--- src/rtl/lsu_ctrl.sv ---
// lsu_ctrl: multi-cycle load/store controller sitting between execute and data memory.
// It computes the effective address and checks the access before touching memory.
// It runs a req/ack handshake with a bounded wait, then extends load data or lane-positions store data.
// It returns exactly one response per accepted request.
// Optional feature macro: LSU_RMW_EN. It turns sub-word stores into a read-modify-write
// sequence for memories without byte strobes.
module lsu_ctrl #(
  parameter int XLEN     = 32,
  parameter int MAX_WAIT = 15
) (
  input  logic              clk,
  input  logic              rst,
  input  logic              req_valid,
  output logic              req_ready,
  input  logic [3:0]        req_op,
  input  logic [XLEN-1:0]   req_base,
  input  logic [XLEN-1:0]   req_imm,
  input  logic [XLEN-1:0]   req_wdata,
  output logic              mem_req,
  output logic              mem_we,
  output logic [XLEN-1:0]   mem_addr,
  output logic [XLEN-1:0]   mem_wdata,
  output logic [XLEN/8-1:0] mem_wstrb,
  input  logic              mem_ack,
  input  logic [XLEN-1:0]   mem_rdata,
  output logic              rsp_valid,
  output logic [XLEN-1:0]   rsp_data,
  output logic [1:0]        rsp_err,
  output logic              rf_wr_en
);

  localparam int SW = XLEN / 8;
  localparam int OW = $clog2(SW);
  localparam int CW = (MAX_WAIT < 2) ? 1 : $clog2(MAX_WAIT + 1);

  localparam logic [1:0] ERR_OK  = 2'd0;
  localparam logic [1:0] ERR_MIS = 2'd1;
  localparam logic [1:0] ERR_TMO = 2'd2;
  localparam logic [1:0] ERR_ILL = 2'd3;

  localparam logic [1:0] SZ_B = 2'd0;
  localparam logic [1:0] SZ_H = 2'd1;
  localparam logic [1:0] SZ_W = 2'd2;
  localparam logic [1:0] SZ_D = 2'd3;

`ifdef LSU_RMW_EN
  localparam logic [1:0] FULL_SZ = (XLEN == 64) ? SZ_D : SZ_W;
`endif

  typedef enum logic [2:0] {
    S_IDLE = 3'd0,
    S_MEM  = 3'd1,
    S_RESP = 3'd2
`ifdef LSU_RMW_EN
    ,
    S_RD   = 3'd3,
    S_WR   = 3'd4
`endif
  } state_t;

  state_t state_q, state_d;

  // Request-side decode results (valid in the accept cycle)
  logic [1:0]      dec_size;
  logic            dec_signed;
  logic            dec_store;
  logic            dec_illegal;
  logic            dec_misaligned;
  logic [1:0]      dec_err;
  logic [XLEN-1:0] ea_next;
  logic [XLEN-1:0] wdata_rep;
  logic [31:0]     nbytes_mask;
  logic [SW-1:0]   size_mask;
  logic [SW-1:0]   wstrb_next;
  logic            accept;

  // Registered transaction context
  logic [XLEN-1:0] ea_q;
  logic [1:0]      size_q;
  logic            signed_q;
  logic            store_q;
  logic [XLEN-1:0] wdata_q;
  logic [SW-1:0]   wstrb_q;
  logic [CW-1:0]   cnt_q;
  logic [XLEN-1:0] rsp_data_q;
  logic [1:0]      rsp_err_q;

  // Load extraction
  logic [XLEN-1:0] lane_shift;
  logic [XLEN-1:0] ext_mask;
  logic            ext_sign;
  logic [XLEN-1:0] load_ext;

  assign accept  = req_valid && req_ready;
  assign ea_next = req_base + req_imm;

  // Classify the incoming op into size, signedness and direction, flagging illegal encodings
  always_comb begin
    dec_store   = req_op[3];
    dec_size    = SZ_B;
    dec_signed  = 1'b0;
    dec_illegal = 1'b0;
    case (req_op)
      4'd0:  begin dec_size = SZ_B; dec_signed = 1'b1; end
      4'd1:  begin dec_size = SZ_H; dec_signed = 1'b1; end
      4'd2:  begin dec_size = SZ_W; dec_signed = 1'b1; end
      4'd3:  dec_size = SZ_B;
      4'd4:  dec_size = SZ_H;
      4'd5:  begin dec_size = SZ_D; dec_signed = 1'b1; end
      4'd6:  dec_size = SZ_W;
      4'd8:  dec_size = SZ_B;
      4'd9:  dec_size = SZ_H;
      4'd10: dec_size = SZ_W;
      4'd11: dec_size = SZ_D;
      default: dec_illegal = 1'b1;
    endcase
    if ((XLEN == 32) && ((dec_size == SZ_D) || (req_op == 4'd6))) begin
      dec_illegal = 1'b1;
    end
  end

  // Alignment check and error priority: illegal op wins over misalignment
  always_comb begin
    dec_misaligned = 1'b0;
    case (dec_size)
      SZ_H:    dec_misaligned = ea_next[0];
      SZ_W:    dec_misaligned = |ea_next[1:0];
      SZ_D:    dec_misaligned = |ea_next[2:0];
      default: dec_misaligned = 1'b0;
    endcase
    dec_err = ERR_OK;
    if (dec_illegal) begin
      dec_err = ERR_ILL;
    end else if (dec_misaligned) begin
      dec_err = ERR_MIS;
    end
  end

  // Replicate store data onto every lane of its size and build the byte-lane strobe
  always_comb begin
    case (dec_size)
      SZ_B:    wdata_rep = {SW{req_wdata[7:0]}};
      SZ_H:    wdata_rep = {(SW/2){req_wdata[15:0]}};
      SZ_W:    wdata_rep = {(XLEN/32){req_wdata[31:0]}};
      default: wdata_rep = req_wdata;
    endcase
    nbytes_mask = (32'd1 << (32'd1 << dec_size)) - 32'd1;
    size_mask   = nbytes_mask[SW-1:0];
    wstrb_next  = size_mask << ea_next[OW-1:0];
  end

  // Shift the addressed lane down and sign- or zero-extend it to the full width
  always_comb begin
    lane_shift = mem_rdata >> {ea_q[OW-1:0], 3'b000};
    ext_mask   = '1;
    ext_sign   = 1'b0;
    case (size_q)
      SZ_B: begin ext_mask = XLEN'(8'hFF);         ext_sign = lane_shift[7];  end
      SZ_H: begin ext_mask = XLEN'(16'hFFFF);      ext_sign = lane_shift[15]; end
      SZ_W: begin ext_mask = XLEN'(32'hFFFF_FFFF); ext_sign = lane_shift[31]; end
      default: ;
    endcase
    load_ext = (lane_shift & ext_mask) | ((signed_q && ext_sign) ? ~ext_mask : '0);
  end

`ifdef LSU_RMW_EN
  logic [XLEN-1:0] byte_mask;
  logic [XLEN-1:0] merged;

  // Merge the new store bytes into the old word returned by the read phase
  always_comb begin
    byte_mask = '0;
    for (int i = 0; i < SW; i++) begin
      byte_mask[i*8 +: 8] = {8{wstrb_q[i]}};
    end
    merged = (mem_rdata & ~byte_mask) | (wdata_q & byte_mask);
  end
`endif

  // State register; reset drops any in-flight access immediately
  always_ff @(posedge clk or negedge rst) begin
    if (!rst) begin
      state_q <= S_IDLE;
    end else begin
      state_q <= state_d;
    end
  end

  // Next-state and handshake outputs
  always_comb begin
    state_d   = state_q;
    req_ready = 1'b0;
    mem_req   = 1'b0;
    mem_we    = 1'b0;
    rsp_valid = 1'b0;
    case (state_q)
      S_IDLE: begin
        req_ready = 1'b1;
        if (req_valid) begin
          if (dec_err != ERR_OK) begin
            state_d = S_RESP;
`ifdef LSU_RMW_EN
          end else if (dec_store && (dec_size != FULL_SZ)) begin
            state_d = S_RD;
`endif
          end else begin
            state_d = S_MEM;
          end
        end
      end
      S_MEM: begin
        mem_req = 1'b1;
        mem_we  = store_q;
        if (mem_ack || (cnt_q == CW'(MAX_WAIT - 1))) begin
          state_d = S_RESP;
        end
      end
`ifdef LSU_RMW_EN
      S_RD: begin
        mem_req = 1'b1;
        if (mem_ack) begin
          state_d = S_WR;
        end else if (cnt_q == CW'(MAX_WAIT - 1)) begin
          state_d = S_RESP;
        end
      end
      S_WR: begin
        mem_req = 1'b1;
        mem_we  = 1'b1;
        if (mem_ack || (cnt_q == CW'(MAX_WAIT - 1))) begin
          state_d = S_RESP;
        end
      end
`endif
      S_RESP: begin
        rsp_valid = 1'b1;
        state_d   = S_IDLE;
      end
      default: state_d = S_IDLE;
    endcase
  end

  // Transaction context, wait counter and response capture
  always_ff @(posedge clk or negedge rst) begin
    if (!rst) begin
      ea_q       <= '0;
      size_q     <= '0;
      signed_q   <= 1'b0;
      store_q    <= 1'b0;
      wdata_q    <= '0;
      wstrb_q    <= '0;
      cnt_q      <= '0;
      rsp_data_q <= '0;
      rsp_err_q  <= ERR_OK;
    end else if (accept) begin
      ea_q       <= ea_next;
      size_q     <= dec_size;
      signed_q   <= dec_signed;
      store_q    <= dec_store;
      wdata_q    <= dec_store ? wdata_rep : '0;
      wstrb_q    <= dec_store ? wstrb_next : '0;
      cnt_q      <= '0;
      rsp_data_q <= '0;
      rsp_err_q  <= dec_err;
    end else if (mem_req) begin
      if (mem_ack) begin
        cnt_q <= '0;
        if (!store_q) begin
          rsp_data_q <= load_ext;
        end
`ifdef LSU_RMW_EN
        if (state_q == S_RD) begin
          wdata_q <= merged;
          wstrb_q <= '1;
        end
`endif
      end else if (cnt_q == CW'(MAX_WAIT - 1)) begin
        cnt_q     <= '0;
        rsp_err_q <= ERR_TMO;
      end else begin
        cnt_q <= cnt_q + CW'(1);
      end
    end
  end

  assign mem_addr  = mem_req ? {ea_q[XLEN-1:OW], {OW{1'b0}}} : '0;
  assign mem_wdata = (mem_req && mem_we) ? wdata_q : '0;
  assign mem_wstrb = (mem_req && mem_we) ? wstrb_q : '0;
  assign rsp_data  = rsp_valid ? rsp_data_q : '0;
  assign rsp_err   = rsp_valid ? rsp_err_q : ERR_OK;
  assign rf_wr_en  = rsp_valid && !store_q && (rsp_err_q == ERR_OK);

endmodule

--- config.mk ---
export PLATFORM = sky130hd
export DESIGN_NAME = lsu_ctrl
export DESIGN_NICKNAME = d
export VERILOG_FILES = /design/src/rtl/lsu_ctrl.sv
export SDC_FILE = /design/constraint.sdc
export NUM_CORES = 1
export LEC_CHECK = 0
export BUFFER_PORTS_ARGS = -buffer_cell sky130_fd_sc_hd__clkbuf_2
export CORE_MARGIN = 3
export CORE_UTILIZATION = 40
export CTS_BUF_LIST = sky130_fd_sc_hd__clkbuf_16
export DETAILED_ROUTE_END_ITERATION = 7
export PLACE_DENSITY = 0.68
export SYNTH_ARGS = -nofsm -noshare
export SYNTH_HDL_FRONTEND = slang
export SYNTH_SLANG_ARGS = --single-unit
--- constraint.sdc ---
create_clock -name clk -period 2.8 [get_ports clk]
set_clock_uncertainty 0.2 [all_clocks]
set_input_delay 0.28 -clock clk [delete_from_list [all_inputs] [get_ports clk]]
set_output_delay 0.28 -clock clk [all_outputs]
set_load 0.01 [all_outputs]
==> results.cfg, run 1 <==
[status]
outcome = complete, no violations

[critical_path]
reg2regPathDepth = 7
critical-path-top-delay-family = compound AO/OA/AOI/OAI gates
r2r_slack_ns = 0.25
required_ns = 2.89
crit_buf_inv = 2
critPathKind = input pin to flop
worstSetupStartpointType = input pin
endpoint_kind = flop
r2r-end = rsp_data_q[21]
max_stage_delay_ns = 0.48
crit_slowest_cell = or4_1
r2r_start = ea_q[1]
worstPathCellList = clkbuf_2 > ha_1 > inv_1 > fa_1 > and2b_1 > o2111ai_2 > a31oi_4 > o211ai_2 > o311a_4 > or4_1 > nand3_1
arrival_ns = 2.69
crit_path_max_fanout = 4

[clocking]
cts_hold_buf = 12
insertion_delay_ns = 0.35
path_clk_slew_ns = 0.08
cts_made_buffers = 9
cts-root-buf = clkbuf_16
cts_resized = 0
clock_path_buffers = 2
post_cts_buffers = 0
cts_tree = yes
cts_max_level = 3
clock-sinks = 112

[cells_and_area]
nets = 1315
area_growth_pct = 24.5
fillers = 1830
diodes = 0
ff_latch_area_um2 = 2800
fin_util = 0.509
drive_gt1_frac = 0.266
design_area_um2 = 9590
multi_input_area_um2 = 4550

[timing]
fin_crit_ns = 2.60
maxSlewViolCount = 0
hold_ws_ns = 0.00953
finalSetupViolCount = 0
fmax_mhz = 385
setup_tns_ns = 0
fin_crit_sh = 0.928
slew_headroom = 0.520
hold_viol = 0
setup_slack_ns = 0.202
rsz0062_at_grt = no
worstMarginPinSlew_ns = 0.715

[min_path]
hold-path-endpoint = wdata_q[28]
holdPathStages = 3
hp-start = req_wdata[28]
hold_class = input pin to flop

[logic_synthesis]
synth-edff-count = 0
yosysSeqAreaShare = 0.364
ys_top_cells_by_area = dfrtp_1 36%, o21ai_0 6.6%, nand2_1 6.1%
netlist_area_um2 = 7700
yosysTopAreaCellShare = 0.364
ys.flop_type = dfrtp_1
postSynthCellCount = 911
synthArstFlopShare = 1.00
ys_warn_count = 0
ys_ff_latch = 112
syn_avg_cell_area_um2 = 8.45
yosysUniqueCellTypes = 73
yosys.area.top_type = dfrtp_1

[floorplan]
design.core.area_um2 = 18800
initial_core_util = 0.409
boundaryPins = 243
die-area_um2 = 21000
rows = 50
die_h_um = 145
die_width_um = 145

[drt]
vias = 7609
firstDrtPassIters = 5
routedWlPerCell_um = 16.7
wirelength_um = 23600
drc = 0
viasPerCell = 5.40
ant_nets = 0
drt_iter0_markers = 508

[grt]
overflow = 0
antenna_found_initial = 1
track_usage = 0.220
grt_pass1_vias = 7240
grt_start_max_net_pins = 70
grt_pass1_wl_um = 36900

[place]
hpwlAfterDp_um = 17600
placed_area_um2 = 9200
place_congestion = 0.885
port_buffers = 240
place_ws_ns = -0.155

[pwr]
vdd_drop_max_mv = 0.328
p_per_area_nw_per_um2 = 701
leakage_uw = 0.00498

[run]
maxCapViolCount = 0
tightest hold or removal path, stage by stage:
cell and delay, ns:
clkbuf_2 0.07, nor2_1 0.03, o21ai_0 0.14
where the power goes:
group | switching, µW | internal (µW)
clock network | 623 | 603
registers | 369 | 2230
logic | 1740 | 1150
total | 2740 | 3990
synth_stat cells, types with 18 or more instances:
cell / instances
and2_1: 67
clkbuf_1: 42
o21ai_0: 101
nor2_1: 47
a22o_1: 18
ha_1: 33
dfrtp_1: 112
nand2_1: 125
a21oi_1: 55
and3_1: 41
inv_1: 18
nand3_1: 21
mux2i_1: 27
cell type report:
type / count / share of cell area
well taps: 260 / 0.0339
flip-flops and latches: 112 / 0.292
clock inverters: 6 / 0.00457
clock buffers: 9 / 0.0235
multi-input cells: 720 / 0.474
inverters: 18 / 0.00704
repair buffers: 284 / 0.164
through the flow:
step                instances  total power (µW)
global placement         1382              5440
CTS                      1409              6750
global route             1409              7250
finish                   1409              6720
detailed placement       1382              5490
floorplan                 912              4510
placed cells by master (no fill, tap or decap), types with 32 or more instances in the layout:
cell,n
nor2_1,46
and3_1,41
and2_1,67
clkbuf_2,239
ha_1,33
dfrtp_1,112
buf_4,32
nand2_1,125
a21oi_1,55
o21ai_0,101
per-layer routing:
metal | up-vias | global-route usage | share of wire
li1 | 3713 | - | -
met1 | 3541 | 0.299 | 0.44
met2 | 307 | 0.356 | 0.46
met3 | 46 | 0.0388 | 0.070
met4 | 2 | 0.0727 | 0.023
met5 | - | 0 | 0.00038
registers in the layout (all words and copies together) (netlist names):
name	flops
cnt_q	4
ea_q	32
rsp_data_q	32
rsp_err_q	2
signed_q	1
size_q	2
state_q	2
store_q	1
wdata_q	32
wstrb_q	4
how the worst max path moves through the flow:
stage,startpoint,cells after the start,end,slack [ns]
2_1_floorplan,req_base[0],10,ea_q[28],0.07
3_5_place_dp,req_base[0],11,ea_q[28],-0.15
6_report,req_base[0],11,ea_q[28],0.20
5_1_grt,ea_q[1],7,rsp_data_q[18],0.04
4_1_cts,req_base[0],11,ea_q[28],0.21
3_3_place_gp,req_base[0],11,ea_q[28],-0.12
logic make-up after synthesis:
family | count (synthesis) | share of synthesized area
flops | 112 | 0.364
other cells | 1 | 0.000487
simple gates | 356 | 0.231
xor+xnor | 24 | 0.0273
compound gates | 277 | 0.237
fa+ha+maj | 34 | 0.0562
mux | 27 | 0.0351
buf+inv | 80 | 0.0484
Power figures use the tool's default switching activity.
==> run 2, diff against run 1 <==
--- a/config.mk
+++ b/config.mk
@@ -7,10 +7,12 @@
 export LEC_CHECK = 0
 export BUFFER_PORTS_ARGS = -buffer_cell sky130_fd_sc_hd__clkbuf_2
 export CORE_MARGIN = 3
-export CORE_UTILIZATION = 40
+export CORE_UTILIZATION = 52
 export CTS_BUF_LIST = sky130_fd_sc_hd__clkbuf_16
 export DETAILED_ROUTE_END_ITERATION = 7
-export PLACE_DENSITY = 0.68
+export PLACE_DENSITY = 0.84
+export REMOVE_ABC_BUFFERS = 1
+export SKIP_LAST_GASP = 1
 export SYNTH_ARGS = -nofsm -noshare
 export SYNTH_HDL_FRONTEND = slang
 export SYNTH_SLANG_ARGS = --single-unit
==> run 2 against run 1 <==
Flip-flop and latch count stayed put. Cell count is 5.2% lower. Setup slack improved by 0.025 ns. Highest routed layer is now met4.
==> results.cfg, run 2 (same netlist as run 1, synthesis figures left out) <==
[cells_and_area]
drive_gt1_frac = 0.271
fin_cells = 1336
area_growth_pct = 25.1
final_cell_mix = 239 x clkbuf_2, 125 x nand2_1, 112 x dfrtp_1
nets = 1320
fin_util = 0.678
mostFrequentLayoutCell = clkbuf_2
top_regs = ea_q (32), rsp_data_q (32), wdata_q (32)

[timing]
rsz0062_at_grt = no
fmax_mhz = 389
hold_viol = 0
setup_tns_ns = 0
maxSlewViolCount = 0
slew_headroom = 0.516
hold_ws_ns = 0.0108
finalSetupViolCount = 0
fin_crit_ns = 2.57
worstMarginPinSlew_ns = 0.721
fin_crit_sh = 0.919

[floorplan]
die-area_um2 = 16300
die_h_um = 128
design.core.area_um2 = 14200
die_width_um = 128
initial_core_util = 0.542
rows = 43
boundaryPins = 243

[grt]
use_met2 = 0.457
grt.busiest_layer = met2
met1_usage = 0.361
overflow = 0
grt.met3_usage = 0.0346
antenna_found_initial = 0
grt_start_max_net_pins = 51
grt_pass1_wl_um = 36500
grt_pass1_vias = 7524
track_usage = 0.274

[critical_path]
critPathKind = input pin to flop
required_ns = 2.88
r2r-end = rsp_data_q[19]
crit_slowest_cell = or4_1
r2r_slack_ns = 0.40
endpoint_kind = flop
crit_path_max_fanout = 4
worstSetupStartpointType = input pin
arrival_ns = 2.66
r2r_start = size_q[1]
worstPathCellList = clkbuf_2 > ha_1 > inv_1 > fa_1 > and2b_1 > o2111ai_2 > a31oi_4 > o211ai_2 > o311a_4 > or4_1 > nand3_1
reg2regPathDepth = 7
max_stage_delay_ns = 0.47

[run]
maxCapViolCount = 0

[drt]
drc = 0
drt_iter0_markers = 676
ant_nets = 0
firstDrtPassIters = 5
vias = 7886
wirelength_um = 22600
viasPerCell = 5.90
routedWlPerCell_um = 16.9

[pwr]
leakage_uw = 0.00506
p_per_area_nw_per_um2 = 732
power_uw = 7050
vdd_drop_max_mv = 0.387

[clocking]
cts_resized = 0
clock-sinks = 112
clock_path_buffers = 2
cts-root-buf = clkbuf_16
insertion_delay_ns = 0.35
post_cts_buffers = 0
cts_max_level = 3
path_clk_slew_ns = 0.08
cts_made_buffers = 9
cts_hold_buf = 13
cts_tree = yes

[place]
dp_cells = 1306
place_congestion = 0.913
hpwlAfterDp_um = 16800
port_buffers = 240

[min_path]
hold-path-endpoint = wdata_q[8]
hold_class = input pin to flop
holdPathStages = 3
hp-start = req_wdata[8]

[status]
outcome = complete, no violations
==> run 2: cell type report <==
cell class              instances  area (µm²)
fillers                      1191        4570
multi-input cells             720        4560
flip-flops and latches        112        2800
repair buffers                289        1630
clock buffers                   9         225
well taps                     180         225
clock inverters                 7         126
inverters                      18        67.6
diodes                          1        2.50
==> run 2: worst max path at each step <==
stage | startpoint | end | depth (start not counted)
final | req_base[0] | ea_q[28] | 11
after global placement | req_base[0] | ea_q[28] | 11
after floorplan | state_q[1] | wdata_q[30] | 4
after detailed placement | req_base[0] | ea_q[28] | 11
after global routing | req_base[0] | ea_q[28] | 11
after CTS | req_base[0] | ea_q[28] | 11
==> run 2: worst max-delay path: cells and delay by family <==
family / cells / cell delay (ns)
adder cells (fa/ha/maj): 2 / 0.55
buffers and inverters: 2 / 0.14
AND/OR/NAND/NOR: 3 / 0.81
AO/OA/AOI/OAI: 4 / 0.87
==> run 2: routing by layer <==
layer,part of all wire,vias up
li1,-,3730
met1,0.41,3701
met2,0.48,399
met3,0.079,56
met4,0.032,0
met5,0,-
==> run 2: power by group <==
group,internal (µW),total [µW],switching [µW]
combinational,1190,2920,1740
clock,887,1510,626
sequential,2230,2610,384
==> run 2: per-stage QoR <==
step	area, µm²	setup slack, ns
floorplan	7400	-0.467
global placement	9150	-0.0926
detailed placement	9150	-0.119
CTS	9630	0.240
global route	9630	0.0771
finish	9630	0.227
==> run 3, diff against run 2 <==
--- a/config.mk
+++ b/config.mk
@@ -5,7 +5,7 @@
 export SDC_FILE = /design/constraint.sdc
 export NUM_CORES = 1
 export LEC_CHECK = 0
-export BUFFER_PORTS_ARGS = -buffer_cell sky130_fd_sc_hd__clkbuf_2
+export BUFFER_PORTS_ARGS = -buffer_cell sky130_fd_sc_hd__buf_2
 export CORE_MARGIN = 3
 export CORE_UTILIZATION = 52
 export CTS_BUF_LIST = sky130_fd_sc_hd__clkbuf_16
==> run 3 against run 2 <==
Combinational power about the same. Sequential share of layout area increased by 0.37 points. Sequential power about the same. Die area unchanged. Fmax increased by 0.52%. Flip-flop and latch count unchanged. Clock-buffer cell count unchanged. Via count decreased by 0.25%. Core utilization decreased by 0.85 points. Design area decreased by 1.2%. Largest cell class unchanged. Highest routed layer unchanged.
==> results.cfg, run 3 (same netlist as run 1, synthesis figures left out) <==
[critical_path]
worstSetupStartpointType = input pin
crit_slowest_cell = or4_1
r2r-end = rsp_data_q[21]
worstPathCellList = buf_2 > ha_1 > inv_1 > fa_1 > and2b_1 > o2111ai_2 > a31oi_4 > o211ai_2 > o311a_4 > or4_1 > nand3_1
crit_path_max_fanout = 4
r2r_slack_ns = 0.49
critPathKind = input pin to flop
max_stage_delay_ns = 0.47
r2r_start = ea_q[1]
required_ns = 2.89
reg2regPathDepth = 6
endpoint_kind = flop
arrival_ns = 2.65

[timing]
fin_crit_ns = 2.56
hold_viol = 0
maxSlewViolCount = 0
fmax_mhz = 391
fin_crit_sh = 0.914
finalSetupViolCount = 0
worstMarginPinSlew_ns = 0.782
slew_headroom = 0.475
hold_ws_ns = 0.00602
rsz0062_at_grt = no

[cells_and_area]
mostFrequentLayoutCell = buf_2
final_cell_mix = 239 x buf_2, 125 x nand2_1, 112 x dfrtp_1
fin_cells = 1333
drive_gt1_frac = 0.269
area_growth_pct = 23.5
nets = 1317
top_regs = ea_q (32), rsp_data_q (32), wdata_q (32)

[grt]
antenna_found_initial = 1
overflow = 0
track_usage = 0.273
grt_start_max_net_pins = 59
grt_pass1_wl_um = 36600
grt_pass1_vias = 7611

[min_path]
holdPathStages = 3
hold-path-endpoint = wdata_q[27]
hp-start = req_wdata[27]
hold_class = input pin to flop

[drt]
ant_nets = 0
viasPerCell = 5.90
met1_length_um = 9150
wirelength_um = 22500
top_layer = met4
firstDrtPassIters = 5
vias = 7866
dr_wl_met3_um = 1810
wl_met2_um = 11000
routedWlPerCell_um = 16.9
drt_iter0_markers = 679
drc = 0

[place]
hpwlAfterDp_um = 16800
dp_cells = 1305
place_congestion = 0.909
port_buffers = 240

[floorplan]
die_h_um = 128
die_width_um = 128
rows = 43
die-area_um2 = 16300
design.core.area_um2 = 14200
initial_core_util = 0.542
boundaryPins = 243

[clocking]
post_cts_buffers = 0
path_clk_slew_ns = 0.08
clock_path_buffers = 2
cts_made_buffers = 9
insertion_delay_ns = 0.35
cts_max_level = 3
cts_hold_buf = 11
cts-root-buf = clkbuf_16
cts_resized = 0
clock-sinks = 112
cts_tree = yes

[pwr]
vdd_drop_max_mv = 0.349
p_per_area_nw_per_um2 = 706
leakage_uw = 0.00507

[run]
maxCapViolCount = 0

[status]
outcome = complete, no violations
## run 3: final cells by class
type                       count  area [µm²]
antenna                        1        2.50
clock buffer                   9         225
clock inverter                 7        46.3
fill                        1177        4690
inverter                      18        67.6
multi-input combinational    720        4560
sequential                   112        2800
tap                          180         225
timing repair buffer         286        1590
## run 3: how the worst max path moves through the flow
stage / startpoint / endpoint / slack, ns / cells after the start
finish: req_base[0] / ea_q[28] / 0.24 / 11
global route: req_imm[0] / ea_q[30] / 0.12 / 11
CTS: req_base[0] / ea_q[28] / 0.24 / 11
detailed placement: req_base[0] / ea_q[28] / -0.13 / 11
global placement: req_base[0] / ea_q[28] / -0.09 / 11
floorplan: state_q[1] / wdata_q[30] / -0.47 / 4
## run 3: through the flow
step | utilization | instance area [µm²] | TNS (ns) | total power [µW] | setup slack, ns
6_report | 0.670 | 9510 | 0 | 6720 | 0.240
5_1_grt | 0.670 | 9510 | 0 | 7210 | 0.117
4_1_cts | 0.670 | 9510 | 0 | 6710 | 0.238
3_5_place_dp | 0.643 | 9130 | -0.294 | 5470 | -0.133
3_3_place_gp | 0.643 | 9130 | -0.148 | 5360 | -0.0921
2_1_floorplan | - | 7400 | -19.21 | 4370 | -0.467
## run 3: routing by layer
layer / track usage / up-vias
met5: 0 / -
met4: 0.0911 / 0
met3: 0.0517 / 50
met2: 0.464 / 373
met1: 0.351 / 3722
li1: - / 3721
## run 3: worst max-delay path, delay by kind of cell
kind                     cells  cell delay, ns
AO/OA/AOI/OAI                4            0.88
buffers and inverters        2            0.13
adder cells (fa/ha/maj)      2            0.55
AND/OR/NAND/NOR              3            0.80
## run 3: power breakdown
part / switching [µW] / internal [µW]
Sequential: 367 / 2230
Combinational: 1730 / 1170
Clock: 617 / 604
